<file path="config.mk">
export PLATFORM = sky130hd
export DESIGN_NAME = randn_seq_ctrl
export DESIGN_NICKNAME = d
export VERILOG_FILES = /design/src/rtl/randn_seq_ctrl.sv
export SDC_FILE = /design/constraint.sdc
export NUM_CORES = 1
export LEC_CHECK = 0
export ABC_AREA = 1
export BUFFER_PORTS_ARGS = -buffer_cell sky130_fd_sc_hd__buf_2
export CORE_ASPECT_RATIO = 0.8
export CORE_MARGIN = 2
export CORE_UTILIZATION = 55
export CTS_CLUSTER_DIAMETER = 80
export DETAILED_ROUTE_END_ITERATION = 10
export GPL_TIMING_DRIVEN = 0
export PLACE_DENSITY = 0.71
export RECOVER_POWER = 100
export SLEW_MARGIN = 20
export SYNTH_ARGS = -nofsm -noshare
export SYNTH_HDL_FRONTEND = slang
export SYNTH_SLANG_ARGS = --single-unit
</file>
<file path="constraint.sdc">
create_clock -name clk -period 2 [get_ports clk]
set_clock_uncertainty 0.15 [all_clocks]
set_input_delay 0.4 -clock clk [delete_from_list [all_inputs] [get_ports clk]]
set_output_delay 0.4 -clock clk [all_outputs]
set_load 0.02 [all_outputs]
</file>
<file path="src/rtl/randn_seq_ctrl.sv">
// Sequencer for the 8-bit subtractive lagged-Fibonacci noise source (lags 55/24).
// Owns the lag store, serial seed load/validation, warm-up discard and valid/ready streaming.
module randn_seq_ctrl #(
    parameter int unsigned WARMUP = 110
) (
    input  logic       clk,
    input  logic       RESET,
    input  logic       seed_we,
    input  logic [7:0] seed_data,
    input  logic       start,
    input  logic       stop,
    input  logic       out_ready,
    output logic       out_valid,
    output logic [7:0] out_data,
    output logic [1:0] state,
    output logic [5:0] seed_cnt,
    output logic       busy,
    output logic       seed_err
);

    localparam int          LAGS     = 55;
    localparam int          TAP      = 24;
    localparam logic [5:0]  SEED_MAX = 6'd55;
    localparam logic [15:0] WARMUP_W = 16'(WARMUP);

    typedef enum logic [1:0] {
        ST_IDLE = 2'd0,
        ST_LOAD = 2'd1,
        ST_WARM = 2'd2,
        ST_RUN  = 2'd3
    } state_e;

    state_e      state_q, state_d;
    logic [5:0]  seed_cnt_q, seed_cnt_d;
    logic        odd_q, odd_d;
    logic [15:0] warm_cnt_q, warm_cnt_d;
    logic        out_valid_q, out_valid_d;
    logic [7:0]  out_data_q, out_data_d;
    logic        busy_q, busy_d;
    logic        seed_err_q, seed_err_d;

    // lag_q[k-1] holds X_k
    logic [7:0]  lag_q [LAGS];
    logic [7:0]  lag_d [LAGS];

    logic        shift_en;
    logic [7:0]  shift_word;
    logic [7:0]  step_word;
    logic        start_ok;

    assign step_word = lag_q[LAGS-1] - lag_q[TAP-1];
    assign start_ok  = start && !stop;

    // NOTE: every variable written here gets a default first so no latch is inferred.
    always_comb begin
        state_d     = state_q;
        seed_cnt_d  = seed_cnt_q;
        odd_d       = odd_q;
        warm_cnt_d  = warm_cnt_q;
        out_valid_d = out_valid_q;
        out_data_d  = out_data_q;
        seed_err_d  = seed_err_q;
        shift_en    = 1'b0;
        shift_word  = step_word;

        case (state_q)
            ST_IDLE: begin
                if (seed_we) begin
                    // Seeding from IDLE always begins a fresh sequence
                    shift_en   = 1'b1;
                    shift_word = seed_data;
                    seed_cnt_d = 6'd1;
                    odd_d      = seed_data[0];
                    state_d    = ST_LOAD;
                end else if (start_ok) begin
                    if (seed_cnt_q == SEED_MAX && odd_q) begin
                        warm_cnt_d = WARMUP_W;
                        state_d    = (WARMUP_W == 16'd0) ? ST_RUN : ST_WARM;
                    end else begin
                        seed_err_d = 1'b1;
                    end
                end
            end

            ST_LOAD: begin
                if (seed_we) begin
                    shift_en   = 1'b1;
                    shift_word = seed_data;
                    seed_cnt_d = seed_cnt_q + 6'd1;
                    odd_d      = odd_q | seed_data[0];
                    if (seed_cnt_q == SEED_MAX - 6'd1) begin
                        state_d = ST_IDLE;
                    end
                end
                if (start_ok) begin
                    seed_err_d = 1'b1;
                end
            end

            ST_WARM: begin
                if (seed_we) begin
                    seed_err_d = 1'b1;
                end
                if (stop) begin
                    state_d = ST_IDLE;
                end else begin
                    shift_en   = 1'b1;
                    warm_cnt_d = warm_cnt_q - 16'd1;
                    if (warm_cnt_q <= 16'd1) begin
                        state_d = ST_RUN;
                    end
                end
            end

            ST_RUN: begin
                if (seed_we) begin
                    seed_err_d = 1'b1;
                end
                if (stop) begin
                    state_d     = ST_IDLE;
                    out_valid_d = 1'b0;
                end else if (!out_valid_q || out_ready) begin
                    shift_en    = 1'b1;
                    out_data_d  = step_word;
                    out_valid_d = 1'b1;
                end
            end

            default: state_d = ST_IDLE;
        endcase

        busy_d = (state_d == ST_WARM) || (state_d == ST_RUN);

        lag_d = lag_q;
        if (shift_en) begin
            lag_d[0] = shift_word;
            for (int k = 1; k < LAGS; k++) begin
                lag_d[k] = lag_q[k-1];
            end
        end
    end

    always_ff @(posedge clk) begin
        if (RESET) begin
            state_q     <= ST_IDLE;
            seed_cnt_q  <= 6'd0;
            odd_q       <= 1'b0;
            warm_cnt_q  <= 16'd0;
            out_valid_q <= 1'b0;
            out_data_q  <= 8'd0;
            busy_q      <= 1'b0;
            seed_err_q  <= 1'b0;
            // NOTE: the lag store is cleared on reset, so it is built from flops rather than a RAM.
            for (int k = 0; k < LAGS; k++) begin
                lag_q[k] <= 8'd0;
            end
        end else begin
            state_q     <= state_d;
            seed_cnt_q  <= seed_cnt_d;
            odd_q       <= odd_d;
            warm_cnt_q  <= warm_cnt_d;
            out_valid_q <= out_valid_d;
            out_data_q  <= out_data_d;
            busy_q      <= busy_d;
            seed_err_q  <= seed_err_d;
            for (int k = 0; k < LAGS; k++) begin
                lag_q[k] <= lag_d[k];
            end
        end
    end

    assign out_valid = out_valid_q;
    assign out_data  = out_data_q;
    assign state     = state_q;
    assign seed_cnt  = seed_cnt_q;
    assign busy      = busy_q;
    assign seed_err  = seed_err_q;

endmodule

</file>
---- Word-level counts from Yosys, hierarchy flattened ----
Index checks and enable logic that the tools add are counted.
word-level totals
  register bits ........................... 476
  input bits .............................. 14
cells by class
  eq/ne operators ......................... 16
  reduce and logical (&&, ||, !) cells .... 17
  bitwise operators ....................... 2
  add/subtract/negate cells ............... 3
  multiplexer cells ....................... 35
  magnitude comparators ................... 1
operators by type and width
  operator                 count
  $mux W16                 4
  $pmux W16 S2             1
  $le A16 B1 Y1 const B    1
  $mux W2                  8
  $mux W8                  2
  $ne A2 B2 Y1 const B     8
  $sub A16 B1 Y16 const B  1
  $mux W1                  13
  $eq A6 B6 Y1 const B     2
  $mux W6                  2
  $pmux W6 S2              1
  $reduce_and A5 Y1        2
  $eq A2 B2 Y1 const B     4
  $pmux W2 S4              1
  $sub A8 B8 Y8            1
  $add A6 B1 Y6 const B    1
  $pmux W1 S3              2
  $reduce_and A3 Y1        2
  $reduce_bool A2 Y1       3
  $reduce_or A2 Y1         2
  $eq A2 B1 Y1 const B     1
  $logic_and A1 B1 Y1      2
  $logic_not A1 Y1         2
  $logic_not A2 Y1         1
  6 further kinds          7

---- Depth between registers and ports, before layout ----
Gate-level depths: netlist (run 1).
  depth after elaboration ................. 8
  mapped depth ............................ 11

---- Least setup slack after synthesis (run 1) ----
No wires, ideal clock.
  kind .................................... reg-to-reg
  start point ............................. register seed_cnt_q[0] (netlist: seed_cnt[0])
  end point ............................... register warm_cnt_q[11]
  setup time .............................. 0.070 ns
  stages on the path, launching flop included .. 9
  arrival ................................. 1.531 ns
  path buffers ............................ 1
  setup slack ............................. 0.249 ns
  path through ............................ dfxtp_1 > ha_1 > nand3_1 > nor2_1 > nor2_1 > nor2_4 > buf_4 > nand4_1 > a21oi_1
on the way
  cells in the longest elaborated chain, start to end .. 4
ends and longest elaborated chain
  what                         line  RTL
  start, declared              34    logic [5:0] seed_cnt_q, seed_cnt_d;
  start signal, assigned       159   seed_cnt_q <= seed_cnt_d;
  $eq A6 B6 Y1                 76    if (seed_cnt_q == SEED_MAX && odd_q) begin
  $logic_and A1 B1 Y1          76
  $ne A2 B2 Y1 (no line)       -
  $reduce_and A5 Y1 (no line)  -
  end signal, assigned         161   warm_cnt_q <= warm_cnt_d;
  end, declared                36    logic [15:0] warm_cnt_q, warm_cnt_d;
No other way between the ends.
A chain may end at the register's enable or synchronous reset.

---- Worst setup path after layout (run 1) ----
  start point ............................. register lag_q[0] (netlist bit)
  end point ............................... register out_data_q[6] (netlist: out_data[6])
on the way
  cells in the longest elaborated chain, start to end .. 1
ends and longest elaborated chain
  what                             line  RTL
  start, declared                  43    logic [7:0] lag_q [LAGS];
  start signal, assigned by index  167   lag_q[k] <= lag_d[k];
  $sub A8 B8 Y8                    51    assign step_word = lag_q[LAGS-1] - lag_q[TAP-1];
  end signal, assigned             163   out_data_q <= out_data_d;
  end, declared                    38    logic [7:0] out_data_q, out_data_d;
No other way between the ends.

==> out/results.ini, run 1 <==
[placed_design]
placed_cells=2696
dpl-instance-area_sq_um=17940
place_hpwl_um=24060
gp_congestion=0.8729
port_buffers=32

[synth]
ys_seq_area_frac=0.5520
netlist_instances=2251
synth_top_area_frac=0.5520
syn-num-nets=2277
synth-seq-cells=476
synth_area_leaders=dfxtp_1, nor2_1, o21ai_0
yosys.area.top_type=dfxtp_1
yosys_warnings=0
avgSynthCellArea_sq_um=7.669
syn_area_sq_um=17260
synth_cell_types=31

[finish]
fin_area_sq_um=19620
multi_input_area_sq_um=6812
n_antenna_cell=0
syn2layout_area_growth_pct=13.63
final_common_cell=nor2_1
fillCellCount=2693
layout-drive-gt1-share=0.09229
fin_cells=2786
mostFrequentLayoutCells=nor2_1, dfxtp_1, o21ai_0
register_area_sq_um=9533
utilization=0.6411
fin_nets=2363

[timing]
fin_setup_tns_ns=0
slew_viol_final=0
hold_viol_final=0
setup-violations-final=0
relSlewSlack=0.6203
fmax_mhz=520.5
layout_min_cycle_time_ns=1.921
tightest_slew_ns=0.5695
post-route-period-util=0.9607

[worst_hold_path]
hp-class=input port to flip-flop
min_path_cells=3

[floorplan]
initial_core_util=0.5642
die-area_sq_um=32830
die_y_um=162.5
rows=57
die_x_um=202.1
boundaryPins=33
core_area_sq_um=30600

[worst_setup_path]
crit_end=out_data[6]
cp.required_ns=2.35
r2r_cells=10
crit_chain=inv_1 > ha_1 > fa_2 > nand3b_1 > nand2_1 > nand2_1 > a21o_1 > nand3_1 > nand2_1 > inv_1
path_class=flip-flop to flip-flop
worstSetupStartpoint=lag_q[0]
cp_common_cell=nand2_1
path_max_fanout=2
crit_path_end_kind=flip-flop
worst_setup_path_start_kind=flip-flop
worstPathArrival_ns=2.27
cpPeakStageDelay_ns=0.38
timing.rr.end=out_data[6]
crit_slowest_cell=fa_2
rrSetupSlack_ns=0.08
r2r-start=lag_q[0]

[grt]
grt_pass1_wl_um=61980
grt_pass1_vias=13230
overflow=0
track_usage=0.2205
grt_max_degree=16
antenna_found_initial=0

[detailed_routing]
final_antenna_net_count=0
drt-total-wl_um=36280
post_drt_wl_per_cell_um=13.02
viasPerCell=5.177
vias=14420
drt_pre_antenna_iters=5
drc_errors=0
drt_iter0_markers=896

[cts]
numCtsBuffers=46
clock-root-buffer=clkbuf_16
worst_skew_pair.late_latency_ns=0.56
cts.sinks=476
cts_tree=done
clkTransAtPathRegs_ns=0.07
h-tree-depth=2
clockBufferDepth=3

[power]
power.leakage_nw=8.450
ir_worst_vdd_v=0.0007302
p_total_mw=20.85
power_density_nw_per_um2=1063

[run_status]
status=complete, no violations

[job]
drv_cap=0

-- stage by stage --
stage / hold slack, ns / setup WS, ns
finish: 0.03184 / 0.07865
global route: 0.03626 / -0.01587
CTS: 0.008285 / 0.01211
detailed placement: 0.2933 / -0.2014
global placement: 0.2876 / -0.2080
floorplan: 0.2853 / 0.2486
-- worst min-delay path by stage --
stage	from	endpoint	slack [ns]
floorplan	lag_q[0]	lag_q[0]	0.29
global route	seed_data[1]	lag_q[433]	0.04
global placement	seed_err	seed_err	0.29
finish	seed_data[1]	lag_q[433]	0.03
CTS	seed_data[1]	lag_q[433]	0.008
detailed placement	seed_err	seed_err	0.29
-- cell families after synthesis --
| group | Yosys count | share of synthesized area |
|---|---|---|
| adder cells (fa/ha/maj) | 12 | 0.009132 |
| buffers and inverters | 211 | 0.05385 |
| AND/OR/NAND/NOR | 1036 | 0.2319 |
| XOR/XNOR | 4 | 0.002030 |
| AO/OA/AOI/OAI | 512 | 0.1511 |
| flip-flops | 476 | 0.5520 |
-- flip-flops by register name (all words and copies together), names as in the netlist --
signal / flops
lag_q: 440
warm_cnt_q: 16
out_data: 8
seed_cnt: 6
state: 2
busy: 1
odd_q: 1
out_valid: 1
seed_err: 1
-- critical path: cells and delay by family, from the launching register on --
family / cells / cell delay [ns]
buffers and inverters: 2 / 0.09
AO/OA/AOI/OAI: 1 / 0.17
adder cells (fa/ha/maj): 2 / 0.61
AND/OR/NAND/NOR: 5 / 0.53
flip-flops: 1 / 0.31
-- per-layer routing --
metal	global-route usage	vias to the layer above	part of all wire
met2	0.3399	284	0.42
met4	0.05648	0	0.016
li1	-	7421	-
met5	0	-	0
met3	0.03541	60	0.049
met1	0.3229	6659	0.51
-- where the power goes --
part / internal [mW] / switching [mW]
sequential: 10.1 / 0.295
clock: 5.34 / 3.65
combinational: 0.539 / 0.974
-- area by class of cell --
type	count	share of cell area
sequential	476	0.4860
clock buffer	64	0.06997
buffer	151	0.03738
multi-input combinational	1564	0.3472
clock inverter	20	0.01129
tap	413	0.02634
timing repair buffer	38	0.01021
inverter	60	0.01161
-- synthesized netlist by cell type (all sizes together) --
cell	instances
buf	98
o21ai	453
o211ai	5
dfxtp	476
a21o	1
xor2	2
nor3b	1
clkbuf	53
o21bai	1
a21oi	46
o221ai	2
nand2	94
ha	11
nor2	889
a31oi	1
or2	4
nand4	10
nor3	4
o2111ai	1
inv	60
fa	1
xnor2	2
nand3b	3
nand3	31
a211oi	2
-- repair_timing --
action | 4_1_cts | 5_1_grt
hold buffers | 3 | 0
endpoints found under the hold margin | 3 | 0
endpoints found under the setup margin | 429 | 277
resized for setup | 4 | 17
pin swaps | 0 | 3
setup buffers | 0 | 3
No activity file was read; power rests on OpenSTA's default activity.
==> run 2, diff against run 1 <==
--- a/config.mk
+++ b/config.mk
@@ -5,15 +5,16 @@
 export SDC_FILE = /design/constraint.sdc
 export NUM_CORES = 1
 export LEC_CHECK = 0
-export ABC_AREA = 1
 export BUFFER_PORTS_ARGS = -buffer_cell sky130_fd_sc_hd__buf_2
+export CELL_PAD_IN_SITES_DETAIL_PLACEMENT = 0
+export CELL_PAD_IN_SITES_GLOBAL_PLACEMENT = 1
 export CORE_ASPECT_RATIO = 0.8
 export CORE_MARGIN = 2
-export CORE_UTILIZATION = 55
+export CORE_UTILIZATION = 46
 export CTS_CLUSTER_DIAMETER = 80
 export DETAILED_ROUTE_END_ITERATION = 10
 export GPL_TIMING_DRIVEN = 0
-export PLACE_DENSITY = 0.71
+export PLACE_DENSITY_LB_ADDON = 0.1
 export RECOVER_POWER = 100
 export SLEW_MARGIN = 20
 export SYNTH_ARGS = -nofsm -noshare
==> run 2 against run 1 <==
  * The run now ends with setup timing left
  * Worst setup slack lost 0.20 ns
  * Synthesized cell count shrank 3.2%
  * Combinational power shrank 52%
  * Count of clock-buffer cells in the layout grew 8
  * Critical path depth shrank 6
  * Cell count grew 0.32%
  * Flip-flop and latch count is the same
  * Sequential power shrank 8%
  * Clock power is essentially flat
  * Fmax shrank 9.4%
  * Highest routed layer unchanged
==> out/results.ini, run 2 <==
[cts]
h-tree-depth=2  ; unchanged
cts_tree=done
worst_skew_pair.late_latency_ns=0.56  ; about the same
clockBufferDepth=3  ; unchanged
numCtsBuffers=47  ; +2.2%
cts.sinks=476  ; unchanged
clkTransAtPathRegs_ns=0.06  ; about the same
clock-root-buffer=clkbuf_16

[grt]
grt_pass1_vias=13400  ; +1.3%
grt_pass1_wl_um=63940  ; +3.2%
track_usage=0.1963  ; -0.02419
overflow=0  ; unchanged
antenna_found_initial=0  ; unchanged
grt_max_degree=14  ; -2

[synth]
synth_top_family_by_area=simple AND/OR/NAND/NOR gates
synthXorXnorAreaFrac=0.003072  ; +0.001043
yosys-top-cells-count=nand2_1, dfxtp_1, a21oi_1
syn_area_sq_um=17110  ; -0.91%
synth_area_leaders=dfxtp_1, nand2_1, a21oi_1
synth-simple-area-share=0.2263  ; -0.005544
yosys.area.top_type=dfxtp_1
synth_cell_types=50  ; +61%
yosys_warnings=0  ; unchanged
yosysMostFrequentCell=nand2_1
ys_seq_area_frac=0.5571  ; +0.005088
synth_edf_count=0  ; unchanged
async_flop_share=0  ; unchanged
synthAdderAreaFrac=0.009217  ; +0.00008417
synth_compound_area_frac=0.1609  ; +0.009805
synth_ff_type=dfxtp_1
netlist_instances=2179  ; -3.2%
avgSynthCellArea_sq_um=7.850  ; +2.4%
synth-seq-cells=476  ; unchanged
muxShareOfSynthArea=0.002926  ; +0.002926
synth_top_area_frac=0.5571  ; +0.005088
syn-num-nets=2205  ; -3.2%

[worst_setup_path]
path_max_fanout=3  ; +1
cp.required_ns=2.33  ; -0.02 ns
crit_path_end_kind=flip-flop
timing.rr.end=warm_cnt_q[10]
crit_chain=or4_4 > or3_4 > or4_1 > a21oi_1
worstSetupStartpoint=warm_cnt_q[5]
worst_setup_path_start_kind=flip-flop
worstPathArrival_ns=2.45  ; +0.18 ns
crit_slowest_cell=or4_4
r2r-start=warm_cnt_q[5]
r2r_cells=4  ; -6
rrSetupSlack_ns=-0.12  ; -0.20 ns
cpPeakStageDelay_ns=0.55  ; +0.17 ns
path_class=flip-flop to flip-flop

[detailed_routing]
post_drt_wl_per_cell_um=13.33  ; +2.4%
drt_iter0_markers=783  ; -13%
drt_pre_antenna_iters=5  ; unchanged
drc_errors=0  ; unchanged
drt-total-wl_um=37270  ; +2.7%
viasPerCell=5.093  ; -1.6%
final_antenna_net_count=0  ; unchanged
vias=14230  ; -1.3%

[timing]
tightest_slew_ns=0.6513  ; +0.08177 ns
hold_viol_final=0  ; unchanged
post-route-period-util=1.060  ; +0.09954
layout_min_cycle_time_ns=2.120  ; +0.1991 ns
setup-violations-final=13  ; +13
fin_hold_ws_ns=0.05143  ; +0.01958 ns
relSlewSlack=0.5658  ; -0.05452
fmax_mhz=471.6  ; -9.4%
fin_ws_ns=-0.1204  ; -0.1991 ns
slew_viol_final=0  ; unchanged
rsz0062_at_grt=yes
fin_setup_tns_ns=-0.3475  ; -0.3475 ns

[finish]
n_antenna_cell=0  ; unchanged
fin_nets=2300  ; -2.7%
utilization=0.5457  ; -0.09543
layout-drive-gt1-share=0.1083  ; +0.01603
largest_reg_flops=440  ; unchanged
syn2layout_area_growth_pct=17.69
mostFrequentLayoutCells=nand2_1, dfxtp_1, a21oi_1
regMostFlops=lag_q
final_common_cell=nand2_1

[worst_hold_path]
min_path_cells=3  ; unchanged
hold_path_end=lag_q[434]
hp-start=seed_data[2]
hp-class=input port to flip-flop

[power]
power.leakage_nw=6.707  ; -21%
p_total_mw=19.22  ; -7.8%
power_density_nw_per_um2=954.6  ; -10%
ir_worst_vdd_v=0.0005566  ; -24%

[placed_design]
gp_congestion=0.8095  ; -7.3%
port_buffers=31  ; -3.1%
place_hpwl_um=25270  ; +5.0%

[floorplan]
die_y_um=176.5  ; +8.6%
rows=63  ; +11%
die_x_um=219.6  ; +8.7%
die-area_sq_um=38750  ; +18%
initial_core_util=0.4637  ; -0.1006
boundaryPins=33  ; unchanged
core_area_sq_um=36890  ; +21%

[run_status]
violations=setup timing
status=finished, violations left

[job]
drv_cap=0  ; unchanged

-- run 2: how the worst max path moves through the flow --
stage                     end  slack (ns)  depth (start not counted)
6_report       warm_cnt_q[10]       -0.12                          4
5_1_grt        warm_cnt_q[10]       -0.14                          4
4_1_cts        warm_cnt_q[10]       -0.09                          4
3_5_place_dp        lag_q[91]       -0.91                          9
3_3_place_gp        lag_q[91]       -0.86                          9
2_1_floorplan        lag_q[0]       -0.06                          8
-- run 2: what timing repair did --
item | in CTS | in global routing
pin swaps | 9 | 8
resized for setup | 124 | 114
endpoints found under the setup margin | 452 | 454
cloned | 1 | 0
setup buffers | 6 | 7
endpoints found under the hold margin | 6 | 0
hold buffers | 3 | 0
-- run 2: final cells by class --
type                       instances  area, sq um
fill                            3537        16760
clock inverter                    11        173.9
tap                              487        609.3
clock buffer                      72         1411
buffer                           160        985.9
timing repair buffer              48        267.8
multi-input combinational       1522         7072
sequential                       476         9540
inverter                          19        71.32
-- run 2: cells by family (layout without fill, tap and decap cells) --
logic type	count (synthesis)	after routing
flops	476	476
simple gates	977	977
xor+xnor	6	6
mux	5	5
compound gates	522	522
buf+inv	181	310
fa+ha+maj	12	12
-- run 2: report_power, final --
| group | internal, mW | switching (mW) | total (mW) |
|---|---|---|---|
| sequential | 9.51 | 0.0235 | 9.53 |
| clock | 5.37 | 3.59 | 8.96 |
| combinational | 0.191 | 0.535 | 0.726 |
| total | 15.1 | 4.15 | 19.2 |
-- run 2: per-layer routing --
layer | share of wire | track usage | up-vias
met5 | 0 | 0 | -
met4 | 0.018 | 0.05285 | 0
met3 | 0.044 | 0.02963 | 53
met2 | 0.42 | 0.2952 | 195
met1 | 0.52 | 0.2924 | 6635
li1 | - | - | 7351
-- run 2: through the flow --
stage	std cells	area, sq um	setup slack (ns)
2_1_floorplan	2179	17170	-0.05759
3_3_place_gp	2697	17930	-0.8643
3_5_place_dp	2697	17930	-0.9138
4_1_cts	2789	19920	-0.08851
5_1_grt	2795	20130	-0.1431
6_report	2795	20130	-0.1204
-- run 2: critical path: cells and delay by family, from the launching register on --
kind | cells | cell delay (ns)
AOI/OAI and AO/OA | 1 | 0.13
DFF | 1 | 0.35
and+or+nand+nor | 3 | 1.42
